File: config.mk
export PLATFORM = sky130hd
export DESIGN_NAME = ttt_move_ctrl
export DESIGN_NICKNAME = d
export VERILOG_FILES = /design/src/rtl/ttt_move_ctrl.sv
export SDC_FILE = /design/constraint.sdc
export NUM_CORES = 1
export LEC_CHECK = 0
export CAP_MARGIN = 40
export CORE_ASPECT_RATIO = 1.75
export CORE_MARGIN = 1
export CORE_UTILIZATION = 40
export CTS_BUF_LIST = sky130_fd_sc_hd__clkbuf_16
export DETAILED_ROUTE_END_ITERATION = 12
export PLACE_DENSITY = 0.72
export SYNTH_ARGS = -nofsm -noshare
export SYNTH_HDL_FRONTEND = slang
export SYNTH_SLANG_ARGS = --single-unit
export TNS_END_PERCENT = 30
File: constraint.sdc
create_clock -name clk -period 4.8 [get_ports clk]
set_input_delay 0.48 -clock clk [delete_from_list [all_inputs] [get_ports clk]]
set_output_delay 0.48 -clock clk [all_outputs]
set_load 0.03 [all_outputs]
File: src/rtl/ttt_move_ctrl.sv
// Tic-tac-toe move controller: keeps the board, alternates turns, rejects illegal moves,
// and resolves win/draw from the external three-in-a-row checker.
`timescale 1ns/1ps
module ttt_move_ctrl #(
    parameter bit FIRST_PLAYER = 1'b0
) (
    input  logic        clk,
    input  logic        rst,
    input  logic        new_game,
    input  logic        mv_valid,
    input  logic [3:0]  mv_cell,
    input  logic        win_in,
    output logic [17:0] board,
    output logic [17:0] chk_board,
    output logic        turn,
    output logic        mv_ready,
    output logic        mv_ack,
    output logic        mv_err,
    output logic        game_over,
    output logic [1:0]  winner,
    output logic [3:0]  move_cnt
);

    typedef enum logic [1:0] {StPlay, StCheck, StWin, StDraw} state_e;

    state_e      state;
    logic [1:0]  mover_code;
    logic        target_busy;
    logic [17:0] board_wr;

    assign mover_code = {turn, ~turn};
    assign mv_ready   = (state == StPlay);

    // Out-of-range cells never match the loop, so they stay "busy" and are rejected.
    always_comb begin
        target_busy = 1'b1;
        board_wr    = board;
        for (int i = 0; i < 9; i++) begin
            if (mv_cell == 4'(i)) begin
                target_busy            = |board[17-2*i -: 2];
                board_wr[17-2*i -: 2] = mover_code;
            end
        end
    end

    // Only the mover's cells are shown, so the occupancy checker sees just their lines.
    always_comb begin
        chk_board = '0;
        for (int i = 0; i < 9; i++) begin
            chk_board[17-2*i -: 2] = (board[17-2*i -: 2] == mover_code) ? 2'b01 : 2'b00;
        end
    end

    always_ff @(posedge clk) begin
        if (rst || new_game) begin
            state     <= StPlay;
            board     <= '0;
            move_cnt  <= '0;
            turn      <= FIRST_PLAYER;
            winner    <= 2'b00;
            game_over <= 1'b0;
            mv_ack    <= 1'b0;
            mv_err    <= 1'b0;
        end else begin
            mv_ack <= 1'b0;
            mv_err <= 1'b0;
            unique case (state)
                StPlay: begin
                    if (mv_valid) begin
                        if (target_busy) begin
                            mv_err <= 1'b1;
                        end else begin
                            board    <= board_wr;
                            move_cnt <= move_cnt + 4'd1;
                            mv_ack   <= 1'b1;
                            state    <= StCheck;
                        end
                    end
                end
                StCheck: begin
                    if (win_in) begin
                        state     <= StWin;
                        winner    <= mover_code;
                        game_over <= 1'b1;
                    end else if (move_cnt == 4'd9) begin
                        state     <= StDraw;
                        winner    <= 2'b00;
                        game_over <= 1'b1;
                    end else begin
                        turn  <= ~turn;
                        state <= StPlay;
                    end
                end
                StWin, StDraw: begin
                end
                default: state <= StPlay;
            endcase
        end
    end

endmodule

==> results of run 1 <==
-- per-stage QoR --
step                setup slack, ps  instance area (um^2)
floorplan                      2570                  1700
global placement               1610                  2090
detailed placement             1630                  2100
CTS                            1900                  2240
global route                   1750                  2240
finish                         1900                  2240
-- final timing paths --
check | endpoint | slack (ps) | cells past startpoint
max | move_cnt[1]$_SDFFE_PP0P_ | 1900 | 7
min | game_over$_SDFFE_PP0P_ | 440 | 2
max reg2reg | move_cnt[1]$_SDFFE_PP0P_ | 2570 | 6
min reg2reg | game_over$_SDFFE_PP0P_ | 440 | 2
-- layout make-up --
class | count | area [um^2] | share of cell area (%)
Clock buffer | 5 | 125 | 5.60
Clock inverter | 3 | 12.5 | 0.560
Tap cell | 48 | 60.1 | 2.69
Sequential cell | 30 | 601 | 26.9
Timing Repair Buffer | 49 | 483 | 21.6
Inverter | 3 | 11.3 | 0.504
Multi-Input combinational cell | 143 | 943 | 42.2
-- logic make-up (layout without fill, tap and decap cells) --
logic type,after synthesis,after routing,share of synthesized area (%)
AO/OA/AOI/OAI,45,45,20.4
XOR/XNOR,1,1,0.524
adder cells (fa/ha/maj),2,2,1.50
buffers and inverters,23,60,9.36
flip-flops,30,30,36.0
multiplexers,3,3,1.80
other,1,9,0.225
AND/OR/NAND/NOR,83,83,30.3
-- flip-flops by register name, indices dropped and copies added, names as in the netlist --
name,cells
board,18
game_over,1
move_cnt,4
mv_ack,1
mv_err,1
state,2
turn,1
winner,2
-- per-layer routing --
metal / track usage (%) / part of all wire, % / vias up
met5: 0 / 0 / -
li1: - / - / 762
met3: 3.66 / 3.3 / 6
met2: 31.5 / 53 / 34
met4: 7.32 / 1.5 / 0
met1: 21.8 / 43 / 682
-- worst reg2reg max path, stage by stage, from the launching register on --
cell      delay (ps)
dfxtp_1          340
or4b_1           530
a21oi_1          180
o41ai_2          170
buf_4            220
a21boi_2         480
mux2i_1          240
-- where the power goes --
group          switching [uW]  leakage (uW)  internal (uW)
clock                    98.6     0.0000724            186
combinational            42.2      0.000452           22.8
sequential               1.95      0.000242            252
total                     143      0.000767            461
-- cells in the final DEF (no fill, tap or decap), types with 2 or more instances in the layout --
| cell | synthesis | layout |
|---|---|---|
| nor3_1 | 11 | 11 |
| buf_4 | 10 | 3 |
| ha_1 | 2 | 2 |
| or4b_1 | 4 | 4 |
| inv_1 | 3 | 4 |
| nand2b_1 | 10 | 10 |
| nor4_1 | 4 | 4 |
| o21ai_0 | 10 | 10 |
| a22o_1 | 7 | 7 |
| nor2_1 | 12 | 12 |
| o21a_1 | 11 | 11 |
| nand3b_1 | 10 | 10 |
| mux2i_1 | 3 | 3 |
| nand2_1 | 13 | 13 |
| clkdlybuf4s50_1 | 0 | 46 |
| dfxtp_1 | 30 | 30 |
| or2_2 | 4 | 4 |
| a32oi_1 | 2 | 2 |
| conb_1 | 1 | 9 |
| a21oi_1 | 5 | 5 |
| clkbuf_16 | 0 | 5 |
| or3_1 | 3 | 3 |
==> run_results.csv, run 1 <==
group,metric,value,unit
logic_synthesis,yosysUniqueCellTypes,48,
final_layout,fin_nets,243,
detailed_routing,vias_per_cell,5.28,
worst_setup_path,slowest_stage,"or4b_1",
worst_setup_path,path_cells,"clkdlybuf4s50_1 -> or4b_1 -> o32ai_2 -> o41ai_2 -> buf_4 -> a21boi_2 -> mux2i_1",
power,ir_drop,233,uV
place,dp.cells,273,
logic_synthesis,async_flop_share,0,%
final_layout,area.growth.synth_to_final,33.9,%
logic_synthesis,yosysWarnings,0,
sta,max_freq,344,MHz
clock_tree,ctsLongestPathBuffers,2,
logic_synthesis,synth_flop_cell,"dfxtp_1",
clock_tree,cts-resized-gates,0,
sta,holdWs,441,ps
final_layout,layout.cells.non_filler,281,
clock_tree,h-tree-depth,2,
clock_tree,cts_hold_buf,0,
detailed_routing,ant_nets,0,
worst_setup_path,slowest_delay,650,ps
place,hpwl,2700,um
job,cap_viol_max_count,0,
die,io_pins,56,
logic_synthesis,syn_avg_cell_area,8.88,um^2
sta,worstMarginPinSlew,651,ps
clock_tree,cts.sinks,30,
worst_setup_path,r2r-start,"board[6]$_SDFFE_PP0P_",
worst_setup_path,cp_max_fo,11,
sta,fin_crit_sh,60.5,%
clock_tree,cts_setup_buffers,0,
grt,grt_usage,18.3,%
outcome,outcome,"complete, no violations",
detailed_routing,wl_per_cell,13.3,um
grt,grt_first_pass_wirelength,6160,um
worst_setup_path,cp-startpoint,"mv_cell[0]",
sta,slew_viol_final,0,
worst_setup_path,path_class,"input port to flop",
clock_tree,root_buffer,"clkbuf_16",
final_layout,final_util,56.7,%
logic_synthesis,synthTopCellsByArea,"dfxtp_1 (36%), o21a_1 (4.9%), buf_4 (4.5%)",
logic_synthesis,synth.cell_area,0.00167,mm^2
final_layout,drive_above_1_share,9.87,%
die,die-area,0.00445,mm^2
clock_tree,cts_inserted_buffers,5,
sta,setup_viol,0,
final_layout,n_antenna_cell,0,
die,core,0.00394,mm^2
die,dieWidth,50.9,um
logic_synthesis,syn_inst,188,
sta,fin_crit,2900,ps
worst_setup_path,cp-start-kind,"input port",
detailed_routing,vias,1484,
logic_synthesis,synth.top_cells.by_count,"dfxtp_1 (30), nand2_1 (13), nor2_1 (12)",
grt,grt_pass1_vias,1300,
worst_setup_path,cp.arrival,3100,ps
die,initial_core_util,42.4,%
grt,grt_max_degree,30,
die,die_h,87.5,um
logic_synthesis,synth_area_leader_cell,"dfxtp_1",
power,leakage,0.000767,uW
detailed_routing,drcViolationCount,0,
worst_setup_path,cp.required,5000,ps
worst_setup_path,crit_family,"compound AO/OA/AOI/OAI gates",
logic_synthesis,synth.top_cell.area_share,36.0,%
final_layout,fill_cells,377,
grt,grt_antenna_before_repair,0,
sta,finalHoldViolCount,0,
sta,slew_headroom,56.1,%
logic_synthesis,seq_area_frac_synth,36.0,%
clock_tree,worst_skew_pair.late_latency,270,ps
sta,rsz0062_at_grt,"no",
logic_synthesis,yosys.cell_count.top_type,"dfxtp_1",
sta,skew,5.33,ps
sta,timing.setup.tns,0,ps
worst_setup_path,cp_num_buf_inv,2,
place,port_buffers,46,
power,fin_total_pwr,604,uW
logic_synthesis,synth_edf_count,0,
worst_setup_path,cp-end-kind,"flop",
die,num_rows,30,
power,cellPowerDensity,270,mW/mm^2
min_path,hp-class,"flop to flop",
grt,grt-ovfl-total,0,
place,place.gp.congestion,0.856,
detailed_routing,drt_iter0_drc,27,
detailed_routing,wirelength,3740,um
clock_tree,cts.clk_slew.worst_paths,50,ps
min_path,hp-start,"game_over$_SDFFE_PP0P_",
detailed_routing,first_pass_iters,4,
clock_tree,cts_tree,"yes",
logic_synthesis,ys_ff_latch,30,
(Power assumes the default switching activity.)
==> inputs of run 2 (changes only) <==
Clock period 4.8 ns to 3 ns, I/O delays scaled along.
==> run 2 against run 1 <==
  * Clock skew hardly changed
  * Die area unchanged
  * Core utilization rose by 0.19 points
  * Critical endpoint unchanged
  * Critical path type unchanged
  * Hold slack better by 4.7 ps
  * Sequential share of layout area down 0.090 points
==> run_results.csv, run 2 (synthesis gave the netlist of run 1 again) <==
group,metric,value,unit
clock_tree,ctsLongestPathBuffers,2,
power,internal_power,738,uW
final_layout,reg_top3,"board: 18 flops, move_cnt: 4 flops",
sta,slew_viol_final,0,
detailed_routing,ant_nets,0,
power,swShare,24.0,%
detailed_routing,wl_per_cell,13.9,um
clock_tree,cts.clk_slew.worst_paths,50,ps
job,cap_viol_max_count,0,
worst_setup_path,cp_max_fo,11,
power,sequentialPowerShare,41.8,%
detailed_routing,vias,1502,
power,p_clk_share,47.3,%
final_layout,largest_reg_flops,18,
die,die_h,87.5,um
detailed_routing,wirelength,3930,um
worst_setup_path,path_cells,"clkdlybuf4s50_1 -> or4b_1 -> o32ai_2 -> o41ai_2 -> a21boi_2 -> mux2i_1",
sta,skew,5.55,ps
final_layout,final_util,56.9,%
sta,slew_headroom,63.8,%
grt,grt_max_degree,28,
final_layout,fin_nets,244,
sta,rsz0062_at_grt,"no",
min_path,hp-class,"flop to flop",
clock_tree,h-tree-depth,2,
final_layout,top_register,"board",
power,pwr-share-comb,10.9,%
grt,grt_pass1_vias,1316,
worst_setup_path,slowest_stage,"or4b_1",
sta,timing.setup.tns,0,ps
clock_tree,cts_setup_buffers,0,
die,num_rows,30,
grt,grt_usage,19.2,%
die,core,0.00394,mm^2
detailed_routing,drcViolationCount,0,
final_layout,final_cell_mix,"clkdlybuf4s50_1 (46), dfxtp_1 (30), nand2_1 (13)",
clock_tree,root_buffer,"clkbuf_16",
grt,grt-ovfl-total,0,
sta,worstMarginPinSlew,540,ps
clock_tree,cts-resized-gates,0,
die,dieWidth,50.9,um
clock_tree,cts_tree,"yes",
final_layout,area.growth.synth_to_final,34.3,%
sta,fin_crit,2390,ps
detailed_routing,vias_per_cell,5.33,
outcome,outcome,"complete, no violations",
detailed_routing,first_pass_iters,4,
place,place.gp.congestion,0.935,
power,ir_drop,690,uV
final_layout,drive_above_1_share,10.3,%
power,leakage,0.000772,uW
worst_setup_path,cp-end-kind,"flop",
die,die-area,0.00445,mm^2
worst_setup_path,slowest_delay,640,ps
power,netSwitchingPower,233,uW
worst_setup_path,r2r_slack,1020,ps
die,initial_core_util,42.4,%
sta,max_freq,418,MHz
worst_setup_path,cp-start-kind,"input port",
final_layout,n_antenna_cell,0,
clock_tree,worst_skew_pair.late_latency,270,ps
die,io_pins,56,
sta,finalHoldViolCount,0,
detailed_routing,drt_iter0_drc,47,
clock_tree,cts.sinks,30,
worst_setup_path,cp.required,3200,ps
place,hpwl,2800,um
sta,setup_viol,0,
sta,fin_crit_sh,79.8,%
clock_tree,cts_inserted_buffers,5,
worst_setup_path,cp.arrival,2590,ps
clock_tree,cts_hold_buf,0,
worst_setup_path,path_class,"input port to flop",
power,cellPowerDensity,433,mW/mm^2
grt,grt_antenna_before_repair,0,
final_layout,final_common_cell,"clkdlybuf4s50_1",
place,port_buffers,46,
grt,grt_first_pass_wirelength,6350,um
run 2: path summary, 6_finish.rpt:
| check | startpoint | depth (start not counted) | end |
|---|---|---|---|
| max | mv_cell[0] | 6 | move_cnt[1]$_SDFFE_PP0P_ |
| min | game_over$_SDFFE_PP0P_ | 2 | game_over$_SDFFE_PP0P_ |
| max reg2reg | board[6]$_SDFFE_PP0P_ | 5 | move_cnt[1]$_SDFFE_PP0P_ |
| min reg2reg | game_over$_SDFFE_PP0P_ | 2 | game_over$_SDFFE_PP0P_ |
run 2: final cells by class:
cell class / count / area, um^2
clock inverters: 3 / 12.5
clock buffers: 5 / 125
well taps: 48 / 60.1
fillers: 393 / 1700
inverters: 3 / 11.3
flip-flops and latches: 30 / 601
multi-input cells: 143 / 943
repair buffers: 50 / 490
run 2: metal layers:
| metal | vias up | GRT usage [%] | routed length, um |
|---|---|---|---|
| met1 | 689 | 21.3 | 1580 |
| met2 | 44 | 34.4 | 2100 |
| met4 | 0 | 9.60 | 110 |
| met3 | 11 | 3.32 | 138 |
| met5 | - | 0 | 0 |
| li1 | 758 | - | - |
run 2: power groups by stage:
stage               Combinational, uW  Sequential [uW]  Clock [uW]
finish                            106              406         459
global route                      115              406         486
CTS                               106              406         471
detailed placement                106              414           0
global placement                  105              414           0
floorplan                        80.1              418           0
run 2: per-stage QoR:
| step | hold WS [ps] | power [uW] | setup slack [ps] | instance area, um^2 | cells |
|---|---|---|---|---|---|
| floorplan | 474 | 499 | 947 | 1700 | 196 |
| global placement | 438 | 519 | 397 | 2110 | 274 |
| detailed placement | 444 | 520 | 309 | 2110 | 274 |
| CTS | 451 | 982 | 600 | 2240 | 282 |
| global route | 466 | 1010 | 458 | 2240 | 282 |
| finish | 446 | 971 | 606 | 2240 | 282 |
run 2: critical path: cells and delay by family:
kind            cells  cell delay [ps]
compound gates      3              850
buf+inv             1              560
mux                 1              240
simple gates        1              640
